==> config.mk <==
export PLATFORM = sky130hd
export DESIGN_NAME = uart_rx
export DESIGN_NICKNAME = d
export VERILOG_FILES = /design/src/rtl/uart_rx.sv
export SDC_FILE = /design/constraint.sdc
export NUM_CORES = 1
export LEC_CHECK = 0
export ABC_AREA = 1
export CORE_ASPECT_RATIO = 1.75
export CORE_MARGIN = 10
export CORE_UTILIZATION = 60
export CTS_CLUSTER_DIAMETER = 60
export DETAILED_ROUTE_END_ITERATION = 10
export GPL_ROUTABILITY_DRIVEN = 0
export PLACE_DENSITY_LB_ADDON = 0.05
export SETUP_SLACK_MARGIN = 0.02
export SLEW_MARGIN = 20
export SYNTH_ARGS = -nofsm -noshare
export SYNTH_HDL_FRONTEND = slang
export SYNTH_SLANG_ARGS = --single-unit
==> constraint.sdc <==
create_clock -name clk -period 3.2 [get_ports clk]
set_clock_uncertainty 0.05 [all_clocks]
set_input_delay 0.64 -clock clk [delete_from_list [all_inputs] [get_ports clk]]
set_output_delay 0.64 -clock clk [all_outputs]
set_load 0.01 [all_outputs]
==> src/rtl/uart_rx.sv <==
// 8N1 UART receiver: synchronizes rxd, majority-votes each bit at mid-period and
// presents completed bytes on a one-entry valid/ready holding register.
module uart_rx #(
  parameter int unsigned CLKS_PER_BIT = 868,
  parameter int unsigned SYNC_STAGES  = 2
) (
  input  logic       clk,
  input  logic       rst,
  input  logic       rxd,
  output logic [7:0] rx_data,
  output logic       rx_valid,
  input  logic       rx_ready,
  output logic       frame_err,
  output logic       overrun_err,
  output logic       rx_busy
);

  if (CLKS_PER_BIT < 16 || CLKS_PER_BIT > 65535) begin : g_bad_cpb
    $error("uart_rx: CLKS_PER_BIT must be within 16..65535");
  end
  if (SYNC_STAGES < 2 || SYNC_STAGES > 4) begin : g_bad_sync
    $error("uart_rx: SYNC_STAGES must be within 2..4");
  end

  localparam int unsigned CW = $clog2(CLKS_PER_BIT);
  localparam logic [CW-1:0] CNT_ONE  = CW'(1);
  localparam logic [CW-1:0] CNT_V0   = CW'(CLKS_PER_BIT / 2 - 1);
  localparam logic [CW-1:0] CNT_V1   = CW'(CLKS_PER_BIT / 2);
  localparam logic [CW-1:0] CNT_DEC  = CW'(CLKS_PER_BIT / 2 + 1);
  localparam logic [CW-1:0] CNT_LAST = CW'(CLKS_PER_BIT - 1);

  typedef enum logic [2:0] {
    S_IDLE  = 3'd0,
    S_START = 3'd1,
    S_DATA  = 3'd2,
    S_STOP  = 3'd3,
    S_BREAK = 3'd4
  } state_t;

  function automatic logic maj3(input logic a, input logic b, input logic c);
    return (a & b) | (a & c) | (b & c);
  endfunction

  state_t                 state_q, state_d;
  logic [SYNC_STAGES-1:0] sync_q, sync_d;
  logic [CW-1:0]          clk_cnt_q, clk_cnt_d, next_cnt;
  logic [2:0]             bit_cnt_q, bit_cnt_d;
  logic [7:0]             shift_q, shift_d;
  logic [1:0]             vote_q, vote_d;
  logic [7:0]             rx_data_q, rx_data_d;
  logic                   rx_valid_q, rx_valid_d;
  logic                   frame_err_q, frame_err_d;
  logic                   overrun_err_q, overrun_err_d;
  logic                   rx_busy_q, rx_busy_d;
  logic                   rxs, bit_val, at_dec, at_last, deliver;

  assign rxs = sync_q[SYNC_STAGES-1];

  always_comb begin
    state_d   = state_q;
    clk_cnt_d = clk_cnt_q;
    bit_cnt_d = bit_cnt_q;
    shift_d   = shift_q;
    vote_d    = vote_q;
    sync_d    = {sync_q[SYNC_STAGES-2:0], rxd};
    deliver     = 1'b0;
    frame_err_d = 1'b0;
    at_dec   = (clk_cnt_q == CNT_DEC);
    at_last  = (clk_cnt_q == CNT_LAST);
    next_cnt = at_last ? '0 : clk_cnt_q + CNT_ONE;
    bit_val  = maj3(vote_q[0], vote_q[1], rxs);

    // The first two votes are latched; the third is the live sample at the decision count.
    if (clk_cnt_q == CNT_V0) begin
      vote_d[0] = rxs;
    end else if (clk_cnt_q == CNT_V1) begin
      vote_d[1] = rxs;
    end else begin
      vote_d = vote_q;
    end

    case (state_q)
      S_IDLE: begin
        clk_cnt_d = '0;
        bit_cnt_d = 3'd0;
        state_d   = rxs ? S_IDLE : S_START;
      end
      S_START: begin
        clk_cnt_d = next_cnt;
        if (at_dec && bit_val) begin
          clk_cnt_d = '0;
          state_d   = S_IDLE;
        end else if (at_last) begin
          bit_cnt_d = 3'd0;
          state_d   = S_DATA;
        end else begin
          state_d = S_START;
        end
      end
      S_DATA: begin
        clk_cnt_d = next_cnt;
        if (at_dec) begin
          shift_d = {bit_val, shift_q[7:1]};
        end else begin
          shift_d = shift_q;
        end
        if (at_last) begin
          bit_cnt_d = bit_cnt_q + 3'd1;
          state_d   = (bit_cnt_q == 3'd7) ? S_STOP : S_DATA;
        end else begin
          state_d = S_DATA;
        end
      end
      S_STOP: begin
        clk_cnt_d = next_cnt;
        if (at_dec) begin
          clk_cnt_d = '0;
          if (bit_val) begin
            deliver = 1'b1;
            state_d = S_IDLE;
          end else begin
            frame_err_d = 1'b1;
            state_d     = S_BREAK;
          end
        end else begin
          state_d = S_STOP;
        end
      end
      S_BREAK: begin
        clk_cnt_d = '0;
        state_d   = rxs ? S_IDLE : S_BREAK;
      end
      default: begin
        clk_cnt_d = '0;
        state_d   = S_IDLE;
      end
    endcase
  end

  // A full holding register only accepts a new byte if it is drained on the same edge.
  always_comb begin
    rx_data_d     = rx_data_q;
    rx_valid_d    = rx_valid_q;
    overrun_err_d = 1'b0;
    if (deliver) begin
      if (!rx_valid_q || rx_ready) begin
        rx_data_d  = shift_q;
        rx_valid_d = 1'b1;
      end else begin
        overrun_err_d = 1'b1;
      end
    end else if (rx_valid_q && rx_ready) begin
      rx_valid_d = 1'b0;
    end else begin
      rx_valid_d = rx_valid_q;
    end
    rx_busy_d = (state_d != S_IDLE);
  end

  always_ff @(posedge clk) begin
    if (rst) begin
      state_q       <= S_IDLE;
      sync_q        <= '1;
      clk_cnt_q     <= '0;
      bit_cnt_q     <= 3'd0;
      shift_q       <= 8'h00;
      vote_q        <= 2'b00;
      rx_data_q     <= 8'h00;
      rx_valid_q    <= 1'b0;
      frame_err_q   <= 1'b0;
      overrun_err_q <= 1'b0;
      rx_busy_q     <= 1'b0;
    end else begin
      state_q       <= state_d;
      sync_q        <= sync_d;
      clk_cnt_q     <= clk_cnt_d;
      bit_cnt_q     <= bit_cnt_d;
      shift_q       <= shift_d;
      vote_q        <= vote_d;
      rx_data_q     <= rx_data_d;
      rx_valid_q    <= rx_valid_d;
      frame_err_q   <= frame_err_d;
      overrun_err_q <= overrun_err_d;
      rx_busy_q     <= rx_busy_d;
    end
  end

  assign rx_data     = rx_data_q;
  assign rx_valid    = rx_valid_q;
  assign frame_err   = frame_err_q;
  assign overrun_err = overrun_err_q;
  assign rx_busy     = rx_busy_q;

endmodule

### Word-level counts from Yosys, hierarchy flattened

Cells that the tools add are included.

* add/sub/neg operators: 2
* equality and inequality tests: 13
* mux-type cells: 25
* bitwise operators: 9
* reductions and logical operators: 15

Operators by type and width (count)
* 10-bit by 9-bit equality test with 1-bit output (second input constant): 3
* 10-bit two-way mux: 3
* 10-bit one-hot mux with 3 select lines: 1
* 3-bit two-way mux: 6
* 3-bit one-hot mux with 5 select lines: 1
* 1-bit two-way mux: 11
* 10-bit by 1-bit adder with 10-bit output (second input constant): 1
* 10-bit equality test (second input constant): 1
* 3-bit one-hot mux with 3 select lines: 1
* 2-bit AND reduction: 4
* 3-bit by 2-bit equality test with 1-bit output (second input constant): 2
* 3-bit equality test (second input constant): 2
* 2-bit != test (second input constant): 3
* 3-bit nonzero test: 2
* 2-bit two-way mux: 2
* 1-bit NOT: 4
* 4-bit AND reduction: 1
* 3-bit by 1-bit adder with 3-bit output (second input constant): 1
* 1-bit AND: 3
* 3-bit by 1-bit equality test with 1-bit output (second input constant): 1
* 3-bit logical NOT: 1
* 3-bit OR reduction: 1
* 1-bit logical AND: 2
* 2-bit by 1-bit != test with 1-bit output (second input constant): 1
* other kinds (5): 6

* flip-flop bits (word level): 40
* bits of input ports: 4
* output and inout bits: 12
* word-level logic and storage cells: 76

### Logic depth before layout (Yosys ltp)

Gate-level depths: netlist of run 1.

* depth after elaboration: 8
* gate-level depth with buffers: 9
* mapped depth without buffers: 9

### Worst setup path after synthesis of run 1

OpenSTA, ideal clock, no wires.

* path kind: in2reg
* start: input rst
* end: register rx_busy_q (netlist: rx_busy)
* library setup time: 117 ps
* arrival time: 1336 ps
* data required time: 3033 ps
* slack: 1697 ps
* cell stages on the path: 5
* path through: clkbuf_1 > inv_1 > clkbuf_1 > nand2_1 > nand2_1

RTL lines
* start: declaration: line 8 `input logic rst,`
* end signal: assignment: line 184 `rx_busy_q <= rx_busy_d;`
* end: declaration: line 54 `logic rx_busy_q, rx_busy_d;`

==> impl_metrics.toml, run 1 <==
[status]
status = "finished, final reports clean"

[cts]
clockBufferDepth = 2
cts.sinks = 40
post_cts.repair.setup_buffers = 0
insertion_delay_ns = 0.29
cts_resized = 0
cts.reportedPaths.clkPinSlew_ns = 0.07
htree_levels = 2
cts_inserted_buffers = 5
cts_tree = "done"
ctsHoldBuffers = 0
cts_root_buf = "clkbuf_8"

[power]
seqPwrFrac = 0.538
clkPwrFrac = 0.430
total_power_w = 0.000936
pwr_density_cell_nw_per_um2 = 422
swShare = 0.205
ir_drop_mv = 0.280
p_int_w = 0.000745
p_leak_nw = 0.936
power_frac_comb = 0.032
power.net_switching_w = 0.000192

[drt]
drc_errors = 0
via_per_inst = 5.14
drt_iter0_drc = 51
dr_total_vias = 1713
drtPass1Iterations = 4
totalWireLength_um = 3860
drtAntennaViolNets = 0
wl_per_cell_um = 11.6

[critical_path]
path_cells = "clkdlybuf4s50_1 > inv_1 > o21ai_0 > a21oi_1"
cp-start-kind = "input pin"
reg2reg_slack_ns = 1.51
rr_endpoint = "rx_data[6]"
critPathSlowestCell = "clkdlybuf4s50_1"
critical_path_class = "input pin to flip-flop"
cp_data_arrival_time_ns = 2.10
worst-r2r-cell-count = 8
end_kind = "flip-flop"
cp_data_required_time_ns = 3.37
worstPathMaxFanout = 23
cpPeakStageDelay_ns = 0.57
reg2reg_from = "clk_cnt_q[0]"

[floorplanning]
die_x_um = 63.0
start_util = 0.618
io_pins = 16
die_h_um = 95.3
rows = 27
core_area_sq_um = 3140
die_area_sq_um = 6000

[sta]
rsz0062_at_grt = "false"
max_slew_margin = 0.580
min_period_ns = 1.93
worst_pin_slew_ns = 0.629
tns_ns = 0
fmax_ghz = 0.519
finalSetupViolCount = 0
hold_viol = 0
min_period_over_period = 0.602
maxSlewViolCount = 0
hold_ws_ns = 0.386

[synthesis]
synth_seq_area_share = 0.412
syn_area_sq_um = 1940
synth_seq_cells = 40
synth_edf_count = 0
syn_inst = 273
syn_nets = 282
synthArstFlopShare = 0
synth_largest_area_cell = "dfxtp_1"
synth_ff_type = "dfxtp_1"
synth_top_area_share = 0.412
yosys.cell_types.count = 29
synth.yosys.warnings = 0
avgSynthCellArea_sq_um = 7.11
yosys-top-cells-area = "dfxtp_1 41%, nand2_1 11%, nor2_1 7.9%, inv_1 6.6%, nand3_1 6.2%"

[job]
maxCapViolations = 0

[layout]
nets = 298
syn_to_final_growth_pct = 14.4
drive_gt1_frac = 0.0828
n_antenna_cell = 0
stdcell_count = 333

[worst_hold_path]
hp-class = "flip-flop to flip-flop"
min_from = "sync_q[0]"
worst_hold_path.endpoint = "sync_q[1]"
min_delay_path_depth = 1

[grt]
grt_usage = 0.141
antenna_found_initial = 0
grt_first_pass_wirelength_um = 6840
first_global_vias = 1632
grt_max_degree = 24
gr-total-overflow = 0

[place]
dp.cells = 325
numPortBuffers = 15
hpwlAfterDp_um = 2950
-- cell usage after synthesis (2+ instances only) --
library cell	instances
nand2_1	57
inv_2	4
clkbuf_1	2
ha_1	5
nand3_1	24
nand2_2	2
inv_1	34
or2_2	2
nor2_2	2
xor2_1	4
nand4_1	6
nor3_1	4
nand3_2	2
o21ai_1	2
o21ai_0	10
nor2_8	2
nor2_1	41
a21oi_1	19
dfxtp_1	40
buf_2	2
-- cell type report --
type	count	area, sq um
clock buffer	6	72.6
clock inverter	2	35.0
fill	301	921
inverter	38	143
multi-input combinational	189	966
sequential	40	801
tap	43	53.8
timing repair buffer	15	150
-- metrics by stage --
step | cell area [sq um] | setup slack, ns | util
detailed placement | 2110 | 0.963 | 0.673
CTS | 2220 | 1.27 | 0.707
global route | 2220 | 1.08 | 0.707
floorplan | 1940 | 1.70 | -
finish | 2220 | 1.27 | 0.707
global placement | 2110 | 1.02 | 0.673
-- worst max-delay path: cells and delay by family --
kind | cells | cell delay, ns
compound gates | 2 | 0.34
buf+inv | 2 | 1.12
-- placed cells by master (no fill, tap or decap), types with 4 or more instances in the layout --
cell	count
xor2_1	4
ha_1	5
nand3_1	24
clkbuf_8	5
o21ai_0	10
dfxtp_1	40
nor2_1	41
nand4_1	6
clkdlybuf4s50_1	15
nor3_1	4
nand2_1	57
inv_1	34
a21oi_1	19
inv_2	4
-- per-layer routing --
layer  GRT usage  part of all wire
met5           0                 0
met4      0.0768             0.031
met3      0.0399             0.036
met2       0.272              0.54
met1       0.128              0.39
-- sequential cells by signal, summed over array words and instances, names as in the netlist --
register     cells
bit_cnt_q        3
clk_cnt_q       10
frame_err        1
overrun_err      1
rx_busy          1
rx_data          8
rx_valid         1
shift_q          8
state_q          3
sync_q           2
vote_q           2
-- kinds of logic (layout without fill, tap and decap cells) --
group / after synthesis / in the layout / synth area share
and+or+nand+nor: 146 / 146 / 0.353
buffers and inverters: 44 / 61 / 0.0902
DFF: 40 / 40 / 0.412
AOI/OAI and AO/OA: 34 / 34 / 0.0941
adders and majority gates: 5 / 5 / 0.0322
xor gates and xnor gates: 4 / 4 / 0.0180
-- worst max path at each step --
stage / from / end / slack, ns / cells past startpoint
after global placement: rst / shift_q[0] / 1.02 / 4
final: rst / shift_q[4] / 1.27 / 4
after detailed placement: rst / vote_q[1] / 0.96 / 4
after CTS: rst / shift_q[4] / 1.27 / 4
after floorplan: rst / rx_busy / 1.70 / 5
after global routing: rst / shift_q[1] / 1.08 / 4
-- power by group through the flow --
stage                     clock, W  combinational, W  sequential, W
final                     0.000403         0.0000297       0.000504
after global routing      0.000427         0.0000345       0.000504
after CTS                 0.000412         0.0000301       0.000504
after detailed placement         0         0.0000301       0.000515
after global placement           0         0.0000293       0.000515
after floorplan                  0         0.0000210       0.000515
Note: power is estimated with default switching activity, not from simulation.
==> inputs of run 2 (changes only) <==
Settings changed: CORE_UTILIZATION 60 to 57.
Clock period 3.2 ns to 1.95 ns, I/O delays scaled along.
==> run 2 against run 1 <==
Non-clock buffer count up 4. First-iteration DRC count down 14%. Via count down 1.8%. Register-to-register slack lost 1.2 ns. Setup slack got worse by 0.97 ns. Sequential share of layout area decreased by 1.0 points. Sequential power is 64% higher. Flip-flop and latch count did not move. Largest cell class unchanged. Hold slack worse by 0.019 ns. Global-route usage down 0.50 points. Critical path type is now flip-flop to flip-flop. Die area increased by 3.9%.
==> impl_metrics.toml, run 2 (synthesized netlist as in run 1, its figures left out) <==
[critical_path]
critical-path-top-delay-family = "simple AND/OR/NAND/NOR gates"
reg2reg_slack_ns = 0.30
path_cells = "ha_1 > inv_1 > nor2_1 > nand3_1 > nand2_1 > nand3_1 > nand2_1 > inv_1 > nor2_1"
worst-r2r-cell-count = 9
worstPathMaxFanout = 5
critical_path_class = "flip-flop to flip-flop"
critPathSlowestCell = "dfxtp_1"
cp-start-kind = "flip-flop"
cpPeakStageDelay_ns = 0.40
cp_data_required_time_ns = 2.13
crit_buf_inv = 2
end_kind = "flip-flop"
rr_endpoint = "bit_cnt_q[2]"
crit_cells = 9
reg2reg_from = "clk_cnt_q[0]"
cp_data_arrival_time_ns = 1.83

[power]
p_leak_nw = 0.970
pwr_density_cell_nw_per_um2 = 705
ir_drop_mv = 0.772

[cts]
cts_root_buf = "clkbuf_8"
post_cts.repair.setup_buffers = 0
cts_resized = 0
clockBufferDepth = 2
htree_levels = 2
ctsHoldBuffers = 0
cts.reportedPaths.clkPinSlew_ns = 0.07
cts_tree = "done"
cts_inserted_buffers = 5
insertion_delay_ns = 0.29
cts.sinks = 40

[layout]
mostFrequentLayoutCells = "57 x nand2_1, 41 x nor2_1, 40 x dfxtp_1"
n_antenna_cell = 0
drive_gt1_frac = 0.0986
num-fill-cells = 328
nets = 302
syn_to_final_growth_pct = 17.7
fin_area_sq_um = 2280
final_common_cell = "nand2_1"
max_flop_register = "clk_cnt_q"
largest_register_ffs = 10

[worst_hold_path]
min_from = "sync_q[0]"
min_delay_path_depth = 1
hp-class = "flip-flop to flip-flop"
worst_hold_path.endpoint = "sync_q[1]"

[sta]
rsz0062_at_grt = "false"
min_period_ns = 1.65
worst_pin_slew_ns = 0.453
finalSetupViolCount = 0
max_slew_margin = 0.696
fmax_ghz = 0.607
hold_viol = 0
maxSlewViolCount = 0
tns_ns = 0
min_period_over_period = 0.845

[job]
maxCapViolations = 0

[place]
numPortBuffers = 15
postPlaceCellArea_sq_um = 2160
hpwlAfterDp_um = 3140

[floorplanning]
die_h_um = 97.2
rows = 28
die_x_um = 64.1
core_area_sq_um = 3330
die_area_sq_um = 6230
io_pins = 16
start_util = 0.583

[drt]
drtAntennaViolNets = 0
totalWireLength_um = 3990
drtPass1Iterations = 4
dr_total_vias = 1683
drt_iter0_drc = 44
via_per_inst = 4.96
drc_errors = 0
wl_per_cell_um = 11.8

[grt]
grt_max_degree = 22
grt_usage = 0.136
gr-total-overflow = 0
antenna_found_initial = 0
first_global_vias = 1646
grt_first_pass_wirelength_um = 7000

[status]
status = "finished, final reports clean"
[run 2: cell type report]
type                       count  area (sq um)  area share
multi-input combinational    189           966       0.423
sequential                    40           801       0.350
timing repair buffer          19           193      0.0843
inverter                      38           143      0.0624
clock buffer                   7          96.3      0.0422
tap                           45          56.3      0.0246
clock inverter                 1          30.0      0.0131
[run 2: metrics by stage]
step	setup slack (ns)	std cells	power (W)	util	hold slack [ns]
floorplan	0.457	273	0.000880	-	0.339
global placement	0.309	331	0.000900	0.648	0.343
detailed placement	0.292	331	0.000901	0.648	0.349
CTS	0.279	339	0.00163	0.686	0.370
global route	0.111	339	0.00165	0.686	0.383
finish	0.302	339	0.00161	0.686	0.367
[run 2: worst max-delay path by stage]
stage / start / end / slack [ns]
2_1_floorplan: clk_cnt_q[0] / rx_data[6] / 0.46
3_3_place_gp: rst / clk_cnt_q[0] / 0.31
3_5_place_dp: rst / clk_cnt_q[8] / 0.29
4_1_cts: clk_cnt_q[0] / bit_cnt_q[2] / 0.28
5_1_grt: clk_cnt_q[0] / clk_cnt_q[7] / 0.11
6_report: clk_cnt_q[0] / bit_cnt_q[2] / 0.30
[run 2: power by group]
group | leakage [nW] | switching (W) | internal, W
Clock | 0.0645 | 0.000277 | 0.000451
Sequential | 0.323 | 0.00000410 | 0.000822
Combinational | 0.582 | 0.0000298 | 0.0000253
Total | 0.970 | 0.000311 | 0.00130
[run 2: layer usage]
| layer | part of all wire | GRT usage | vias up |
|---|---|---|---|
| li1 | - | - | 908 |
| met1 | 0.38 | 0.117 | 745 |
| met2 | 0.55 | 0.257 | 20 |
| met3 | 0.033 | 0.0370 | 10 |
| met4 | 0.037 | 0.0861 | 0 |
| met5 | 0 | 0 | - |
==> edit, RTL diff (config.mk and constraints of run 2) <==
`CLKS_PER_BIT`: 868 -> 3472.
--- a/src/rtl/uart_rx.sv
+++ b/src/rtl/uart_rx.sv
@@ -1,7 +1,7 @@
 // 8N1 UART receiver: synchronizes rxd, majority-votes each bit at mid-period and
 // presents completed bytes on a one-entry valid/ready holding register.
 module uart_rx #(
-  parameter int unsigned CLKS_PER_BIT = 868,
+  parameter int unsigned CLKS_PER_BIT = 3472,
   parameter int unsigned SYNC_STAGES  = 2
 ) (
   input  logic       clk,
Check against the original RTL: no difference found for any inputs over 10 cycles, from zero or initial values and one cycle with rst high; that may be too few to reach the edited logic, so the function may still have changed.
==> edit against run 2 <==
Fmax grew 1.4%. Design area shrank 0.66%. Total power shrank 11%. Routed wire length shrank 6.9%. Sequential cell count grew 2. Area after synthesis grew 2.1%. Worst setup slack gained 0.022 ns. Critical path type unchanged. Largest power group unchanged.
==> edit: results (changes against run 2) <==
Cell leakage power -> 0.0009725 uW (+0.30%)
First-pass GRT wire length -> 6824 um (-2.5%)
Number of flip-flops in the largest register -> 12 (+2)
Top post-synthesis cells by count -> 76 x nand2_1, 45 x nor2_1, 42 x dfxtp_1, 35 x inv_1, 17 x nand3_1
Final WS setup -> 0.3239 ns (+0.02227 ns)
Placed Area -> 2188 um^2 (+1.4%)
Fillers -> 319 (-2.7%)
Worst VDD drop -> 0.0006809 V (-12%)
Min Hold Slack -> 0.3666 ns (-0.0002520 ns)
Synth area leaders -> dfxtp_1 42%, nand2_1 14%, nor2_1 8.5%
Relative slew slack -> 0.6939 (-0.001847)
Nets@finish -> 312 (+3.3%)
Reg2Reg Depth -> 8 (-1)
Dpl ws -> 0.2262 ns (-0.06534 ns)
Syn_nets -> 290 (+2.8%)
DR iter-0 viols -> 49 (+11%)
Final wirelength -> 3717 um (-6.9%)
Outcome -> finished clean
Share of cells above drive strength 1 -> 0.1122 (+0.01357)
Sequential share of the synthesized area -> 0.4242 (+0.01187)
Synth unique cells -> 28 (-3.4%)
Vias -> 1695 (+0.71%)
CP max FO -> 6 (+1)
Largest net degree at the start of global routing -> 17 (-23%)
Dpl hpwl -> 2943 um (-6.3%)
Mapped Cells -> 281 (+2.9%)
[edit: critical path, delay by kind of cell (launching register included)]
family | cells | cell delay [ns]
adders and majority gates | 1 | 0.23
buffers and inverters | 1 | 0.09
AOI/OAI and AO/OA | 1 | 0.19
and+or+nand+nor | 5 | 0.59
DFF | 1 | 0.38
[edit: power breakdown]
part	total (uW)	switching (uW)	internal, uW
clock	514	274	240
combinational	47.7	27.3	20.4
sequential	867	3.83	863
[edit: worst min path at each step]
stage                     end  cells past startpoint
finish              sync_q[1]                      1
global route        sync_q[1]                      1
CTS                 sync_q[1]                      1
detailed placement  sync_q[1]                      1
global placement    sync_q[1]                      1
floorplan           sync_q[1]                      1
[edit: cell type report]
cell class	instances	area share
clock buffers	5	0.03032
clock inverters	2	0.004410
inverters	40	0.06615
multi-input cells	195	0.4245
flip-flops and latches	42	0.3705
well taps	45	0.02481
repair buffers	19	0.07938
[edit: per-layer routing]
metal  wire length [um]  GRT usage  part of all wire  up-vias
li1                   -          -                 -      904
met1               1458     0.1221              0.39      759
met2               2058     0.2431              0.55       25
met3                124    0.03890             0.033        7
met4                 76    0.05464             0.020        0
met5                  0          0                 0        -
[edit: logic make-up (layout without fill, tap and decap cells)]
logic type / Yosys count / in the layout / share of synthesized area
and+or+nand+nor: 162 / 162 / 0.3693
DFF: 42 / 42 / 0.4242
AOI/OAI and AO/OA: 22 / 22 / 0.05745
adders and majority gates: 5 / 5 / 0.03157
buffers and inverters: 44 / 66 / 0.09090
xor gates and xnor gates: 6 / 6 / 0.02651
[edit: what timing repair did]
action / in CTS / in global routing
setup buffers: 0 / 0
setup endpoints to repair: 0 / 8
gates resized for setup: 0 / 1
